## src/rtl/hazard_ctrl_pkg.sv

```systemverilog
// Shared encodings for the pipeline hazard controller: stall vectors, FSM states
// and the bundled control-strobe record.
package hazard_ctrl_pkg;

  // stall vector bits: [0]PC [1]IF [2]ID [3]EX [4]MEM [5]WB
  localparam logic [5:0] STALL_NONE     = 6'b000000;
  localparam logic [5:0] STALL_LOAD_USE = 6'b000111;
  localparam logic [5:0] STALL_EX_WAIT  = 6'b001111;

  localparam logic [0:0] HZ_IDLE    = 1'b0;
  localparam logic [0:0] HZ_EX_WAIT = 1'b1;

  typedef struct packed {
    logic [5:0] stall;
    logic       ifid_clr;
    logic       idex_clr;
    logic       flush_all;
  } hz_ctrl_t;

  localparam hz_ctrl_t HZ_CTRL_NONE = '{stall: STALL_NONE, ifid_clr: 1'b0,
                                        idex_clr: 1'b0, flush_all: 1'b0};

endpackage

```

## src/rtl/hazard_ctrl_ex_wait_timer.sv

```systemverilog
// Watchdog for in-flight multi-cycle EX ops: counts cycles spent waiting and
// flags the last permitted wait cycle.
module hazard_ctrl_ex_wait_timer #(
  parameter int MAX_EX_CYCLES = 34,
  parameter int CNT_W         = 6
) (
  input  logic clk,
  input  logic rst,
  input  logic run,
  output logic expired
);

  localparam logic [CNT_W-1:0] LIMIT = CNT_W'(MAX_EX_CYCLES - 1);

  logic [CNT_W-1:0] cnt;

  // run is low on the entry edge, so the first wait cycle always sees 0
  always_ff @(posedge clk or posedge rst) begin
    if (rst) begin
      cnt <= '0;
    end else if (!run) begin
      cnt <= '0;
    end else if (cnt != {CNT_W{1'b1}}) begin
      cnt <= cnt + 1'b1;
    end
  end

  assign expired = (cnt == LIMIT);

endmodule

```

## src/rtl/hazard_ctrl.sv

```systemverilog
// Pipeline hazard sequencer: stall vector, per-stage clears, EX-wait FSM with watchdog.
// Optional perf counters are built when HAZARD_PERF_EN is defined.
module hazard_ctrl
  import hazard_ctrl_pkg::*;
#(
  parameter int MAX_EX_CYCLES = 34,
  parameter int CNT_W         = 6
) (
  input  logic        clk,
  input  logic        rst,
  input  logic        id_stallreq_i,
  input  logic        id_branch_i,
  input  logic        ex_start_i,
  input  logic        ex_done_i,
  input  logic        exc_req_i,
  output logic [5:0]  stall_o,
  output logic        ifid_clr_o,
  output logic        idex_clr_o,
  output logic        flush_all_o,
  output logic        ex_wait_o,
  output logic        err_o,
  output logic [31:0] perf_stall_o,
  output logic [31:0] perf_flush_o
);

  // state    | meaning
  // HZ_IDLE    | no multi-cycle EX op outstanding
  // HZ_EX_WAIT | EX op issued, front end held until done or watchdog expiry

  logic [0:0] state, state_nxt;
  logic       expired, timeout, run;
  hz_ctrl_t   ctrl;

  hazard_ctrl_ex_wait_timer #(
    .MAX_EX_CYCLES(MAX_EX_CYCLES),
    .CNT_W        (CNT_W)
  ) u_timer (
    .clk    (clk),
    .rst    (rst),
    .run    (run),
    .expired(expired)
  );

  assign timeout = (state == HZ_EX_WAIT) && expired && !ex_done_i && !exc_req_i;
  assign run     = (state == HZ_EX_WAIT) && (state_nxt == HZ_EX_WAIT);

  always_comb begin
    state_nxt = state;
    if (exc_req_i) begin
      state_nxt = HZ_IDLE;
    end else if (state == HZ_IDLE) begin
      if (ex_start_i && !ex_done_i) state_nxt = HZ_EX_WAIT;
    end else if (ex_done_i || timeout) begin
      state_nxt = HZ_IDLE;
    end
  end

  always_ff @(posedge clk or posedge rst) begin
    if (rst) begin
      state <= HZ_IDLE;
      err_o <= 1'b0;
    end else begin
      state <= state_nxt;
      if (timeout) err_o <= 1'b1;
    end
  end

  // the done cycle and the expiry cycle fall through to the lower-priority rules
  always_comb begin
    ctrl = HZ_CTRL_NONE;
    if (exc_req_i) begin
      ctrl.ifid_clr  = 1'b1;
      ctrl.idex_clr  = 1'b1;
      ctrl.flush_all = 1'b1;
    end else if ((state == HZ_EX_WAIT) && !ex_done_i && !expired) begin
      ctrl.stall = STALL_EX_WAIT;
    end else if (id_stallreq_i) begin
      ctrl.stall = STALL_LOAD_USE;
    end else if (id_branch_i) begin
      ctrl.ifid_clr = 1'b1;
    end
  end

  assign stall_o     = rst ? STALL_NONE : ctrl.stall;
  assign ifid_clr_o  = !rst && ctrl.ifid_clr;
  assign idex_clr_o  = !rst && ctrl.idex_clr;
  assign flush_all_o = !rst && ctrl.flush_all;
  assign ex_wait_o   = (state == HZ_EX_WAIT);

`ifdef HAZARD_PERF_EN
  logic [31:0] perf_stall_q, perf_flush_q;

  always_ff @(posedge clk or posedge rst) begin
    if (rst) begin
      perf_stall_q <= '0;
      perf_flush_q <= '0;
    end else begin
      if (stall_o != STALL_NONE)       perf_stall_q <= perf_stall_q + 32'd1;
      if (ifid_clr_o || flush_all_o)   perf_flush_q <= perf_flush_q + 32'd1;
    end
  end

  assign perf_stall_o = perf_stall_q;
  assign perf_flush_o = perf_flush_q;
`else
  assign perf_stall_o = 32'h0;
  assign perf_flush_o = 32'h0;
`endif

endmodule

```

## config.mk

```make
export PLATFORM = sky130hd
export DESIGN_NAME = hazard_ctrl
export DESIGN_NICKNAME = d
export VERILOG_FILES = /design/src/rtl/hazard_ctrl_pkg.sv /design/src/rtl/hazard_ctrl_ex_wait_timer.sv /design/src/rtl/hazard_ctrl.sv
export SDC_FILE = /design/constraint.sdc
export NUM_CORES = 1
export LEC_CHECK = 0
export CORE_MARGIN = 4
export CORE_UTILIZATION = 33
export DETAILED_ROUTE_END_ITERATION = 8
export PLACE_DENSITY = 0.82
export SYNTH_ARGS = -nofsm -noshare
export SYNTH_HDL_FRONTEND = slang
export SYNTH_HIERARCHICAL = 1
export SYNTH_SLANG_ARGS = --single-unit
```

## constraint.sdc

```tcl
create_clock -name clk -period 2.8 [get_ports clk]
set_input_delay 0.84 -clock clk [delete_from_list [all_inputs] [get_ports clk]]
set_output_delay 0.84 -clock clk [all_outputs]
set_load 0.005 [all_outputs]
```

==> flow_results.org <==
** Power
- Worst voltage drop across the vdd grid :: around 0.098 mV
- Power spread over the standard cell area amounts to about 250 nW/um^2.
- The analysis attributes to cell leakage a power of 0.602 nW.

** Final layout
- Relative area change from synthesis to final layout :: 3.51%
- Final cell area excluding filler cells :: 1030 um^2
- Number of nets in the final layout :: 158
- Total area of sequential cells :: 200 um^2
- Summing all multi-input logic gate instances after layout gives 522 um^2.
- FILL cells :: 320
- Antenna cells :: 0
- The post-route netlist has 19.7% of its cells at a drive strength greater than 1.
- The count of cells in the finished layout, fillers not included, comes to 178.

** Clock network
- Counting along the longest clock path gives a buffer depth of 2.
- In this run the number of H-tree levels came out at 1.
- Clock transition at the registers of the reported paths :: 0.05 ns
- Clock buffer count from CTS :: 3
- Buffer type at the clock tree root :: sky130_fd_sc_hd__clkbuf_4
- Clock latency on the worst-skew pair, taken at its later pin, is 0.25 ns.
- Hold repair after CTS inserted 0 buffers.
- Sinks on the clock net :: 8
- TritonCTS built the clock tree.

** Global routing
- Pin count of the biggest net entering global routing :: 8
- The number of antenna violations at the first check in global routing was 0.
- GRT Resource Usage Total :: 7.01%
- Summed over all layers, the global routing overflow is 0.
- In the global route stage, met3 resource usage came out at 1.80%.
- Met2 Use GR :: between 10% and 20%
- The first global-routing pass estimated around 2100 um of wire.
- Top Usage Layer GRT :: met2
- Met1 demand-to-capacity share in global routing :: 6.98%
- Vias in the first global route :: 497

** Yosys
- Summing every instance area after synthesis gives ~1000 um^2.
- After synthesis the netlist holds a flip-flop and latch count of 8.
- Synth Warn # :: 6
- Synth Instances :: 119
- For this run, the register share of the synthesized area comes to 20.1%.
- Dominant cell type by area after synthesis :: sky130_fd_sc_hd__buf_4
- Averaged over all synthesized cells, the footprint is around 8.4 um^2.
- Number of library cell types mapped by synthesis :: 30
- By area the synthesized netlist is led by sky130_fd_sc_hd__buf_4 52%, sky130_fd_sc_hd__dfrtp_1 20%, sky130_fd_sc_hd__ha_1 2.5%, sky130_fd_sc_hd__a31oi_1 1.9%, sky130_fd_sc_hd__nor2_1 1.9%.
- The top cell type by area accounts for 51.9% of the synthesized area.

** STA
- The number of max-slew violations in the final report was 0.
- Total setup violations reported at the end of the flow :: 0
- Peak Freq :: 358 MHz
- RSZ-0062 raised after global routing :: true
- Dividing the final minimum period by the clock period gives between 90 and 100%.
- Number of failing hold endpoints at the final stage :: 0
- Across the routed clock network, the largest skew measured is around 0.0019 ns.
- Counting I/O delays and the setup requirement, the final critical path takes 2.79 ns.

** Detailed routing
- In the routed layout, each cell is associated on average with a via count of about 3.9.
- For this run, design rule violations remaining after detail routing come to 0.
- The first TritonRoute pass finished after 4 iterations.
- DRC marker count from the first detailed-route iteration :: 20
- In the final routed layout, each cell accounts on average for approximately 9.1 um.
- Wirelength, routed :: roughly 1600 um
- The detail route stage leaves a number of antenna-violating nets equal to 0.
- Across all layers, the routed design uses slightly below 700 vias.

** Critical path
- The slowest stage of the critical path belongs to the cell sky130_fd_sc_hd__clkdlybuf4s50_1.
- The worst setup path is of the input pin to primary output kind.
- Data arrival time of the worst path :: 1.95 ns
- Cell Chain, Critical Path :: dlygate4sd2_1 -> nor2b_2 -> buf_4 -> clkdlybuf4s50_1
- Worst setup EP type :: primary output
- STA classifies the critical path startpoint as an input pin.
- Of all nets on the critical path, the largest fanout is 4.
- WP data required :: between 1.5 and 2 ns
- The largest single stage delay on the critical path is ~0.5 ns.

** Run
- Number of violations of the max-capacitance limit :: 0

** Placed design
- After legalization and detailed placement, the total HPWL measured 1380 um.
- Placed cell count :: 171
- Post-detailed-placement cell area :: 988 um^2
- Routability-driven placement finished with a final weighted congestion of about 0.85.
- I/O Buffers :: 15

** Die
- Cell Rows :: 19
- After floorplanning, the core was sized to cover 2830 um^2.
- The die is 63.0 um wide.
- roughly 80 I/O pins were placed.
- The die covers 3970 um^2.
- Y dimension of the die :: about 63 um
- The initial utilization of the core area, before any placement, comes to 35.3%.

** Min path
- The tightest min-delay check is of the register to register type.

** Outcome
- The flow ran to the end, and the final reports show no timing, DRC or antenna violations.
==> through the flow <==
step / util (%) / TNS, ns / setup WS (ns) / power, mW / hold slack, ns
after floorplan: - / 0 / 0.290 / 0.219 / 0.466
after global placement: 34.9 / -2.88 / -0.528 / 0.176 / 0.460
after detailed placement: 34.9 / -3.08 / -0.547 / 0.177 / 0.471
after CTS: 35.6 / 0 / 0.00000866 / 0.263 / 0.489
after global routing: 36.5 / -0.205 / -0.0539 / 0.279 / 0.521
final: 36.5 / 0 / 0.00938 / 0.261 / 0.479
==> area by class of cell <==
cell class | count | share of cell area, %
flip-flops and latches | 8 | 19.4
clock buffers | 3 | 2.18
well taps | 31 | 3.75
multi-input cells | 103 | 50.5
inverters | 4 | 1.45
repair buffers | 29 | 22.8
==> cells in the mapped netlist <==
| master | count |
|---|---|
| sky130_fd_sc_hd__buf_4 | 69 |
| sky130_fd_sc_hd__a31o_2 | 1 |
| sky130_fd_sc_hd__ha_1 | 2 |
| sky130_fd_sc_hd__inv_1 | 4 |
| sky130_fd_sc_hd__nor3b_1 | 1 |
| sky130_fd_sc_hd__a41o_1 | 1 |
| sky130_fd_sc_hd__nand3_1 | 2 |
| sky130_fd_sc_hd__a21boi_1 | 1 |
| sky130_fd_sc_hd__o211a_1 | 1 |
| sky130_fd_sc_hd__dfrtp_1 | 8 |
| sky130_fd_sc_hd__nand4_1 | 1 |
| sky130_fd_sc_hd__conb_1 | 1 |
| sky130_fd_sc_hd__and3_2 | 1 |
| sky130_fd_sc_hd__or2b_1 | 1 |
| sky130_fd_sc_hd__o31ai_1 | 2 |
| sky130_fd_sc_hd__a31oi_1 | 3 |
| sky130_fd_sc_hd__nand3b_1 | 1 |
| sky130_fd_sc_hd__nor3_1 | 1 |
| sky130_fd_sc_hd__nand2b_2 | 1 |
| sky130_fd_sc_hd__nand2_1 | 1 |
| sky130_fd_sc_hd__or3b_4 | 1 |
| sky130_fd_sc_hd__a21oi_1 | 1 |
| sky130_fd_sc_hd__nor2b_1 | 1 |
| sky130_fd_sc_hd__and4b_1 | 1 |
| sky130_fd_sc_hd__nor2_1 | 5 |
| sky130_fd_sc_hd__or3_1 | 1 |
| sky130_fd_sc_hd__nand3_2 | 1 |
| sky130_fd_sc_hd__a211oi_2 | 1 |
| sky130_fd_sc_hd__and3_1 | 2 |
| sky130_fd_sc_hd__o21ai_0 | 2 |
==> what timing repair did <==
action,CTS,global route
setup buffers,1,3
resized for setup,24,1
pin swaps,3,3
setup endpoints to repair,7,6
==> placed cells by master, fill, tap and decap left out, types with 2 or more instances in the layout <==
| master | Yosys | routed |
|---|---|---|
| sky130_fd_sc_hd__dfrtp_1 | 8 | 8 |
| sky130_fd_sc_hd__inv_1 | 4 | 4 |
| sky130_fd_sc_hd__clkbuf_4 | 0 | 3 |
| sky130_fd_sc_hd__o31ai_1 | 2 | 2 |
| sky130_fd_sc_hd__buf_2 | 0 | 4 |
| sky130_fd_sc_hd__clkdlybuf4s50_1 | 0 | 7 |
| sky130_fd_sc_hd__dlygate4sd2_1 | 0 | 3 |
| sky130_fd_sc_hd__nand3_1 | 2 | 2 |
| sky130_fd_sc_hd__a31oi_1 | 3 | 3 |
| sky130_fd_sc_hd__and3_1 | 2 | 2 |
| sky130_fd_sc_hd__o21ai_0 | 2 | 2 |
| sky130_fd_sc_hd__nor2_1 | 5 | 5 |
| sky130_fd_sc_hd__conb_1 | 1 | 66 |
| sky130_fd_sc_hd__buf_4 | 69 | 13 |
==> logic make-up (layout without fill, tap and decap cells) <==
kind of cell	count (synthesis)	count (layout)	share of synthesized area, %
buf+inv	73	36	53.4
simple gates	22	22	13.9
compound gates	13	13	9.77
flops	8	8	20.0
fa+ha+maj	2	2	2.51
other cells	1	66	0.376
==> registers in the layout, indices dropped and copies added (netlist names) <==
register     cells
err_o            1
ex_wait_o        1
u_timer/cnt      6
==> layer usage <==
metal	vias to the layer above	part of all wire (%)
met5	-	0
met4	0	3.9
met3	4	16
met2	55	47
met1	313	32
li1	315	-
==> final timing paths <==
kind	end	from	slack (ns)	depth (start not counted)
max reg2reg	u_timer/cnt[2]	u_timer/cnt[0]	0.80	7
min reg2reg	err_o	err_o	0.48	1
max	idex_clr_o	exc_req_i	0.009	4
max in group asynchronous	u_timer/cnt[3]	rst	1.87	2
min	err_o	err_o	0.48	1
min in group asynchronous	u_timer/cnt[0]	rst	0.75	2
==> where the power goes <==
part,total [mW],internal (mW),leakage (nW),switching [mW]
combinational,0.0586,0.0220,0.477,0.0366
clock,0.0846,0.0488,0.0138,0.0358
sequential,0.118,0.117,0.111,0.000850
==> critical path, delay by kind of cell <==
family	cells	cell delay, ns
simple gates	1	0.20
buf+inv	3	0.91
Power figures use the tool's default switching activity.
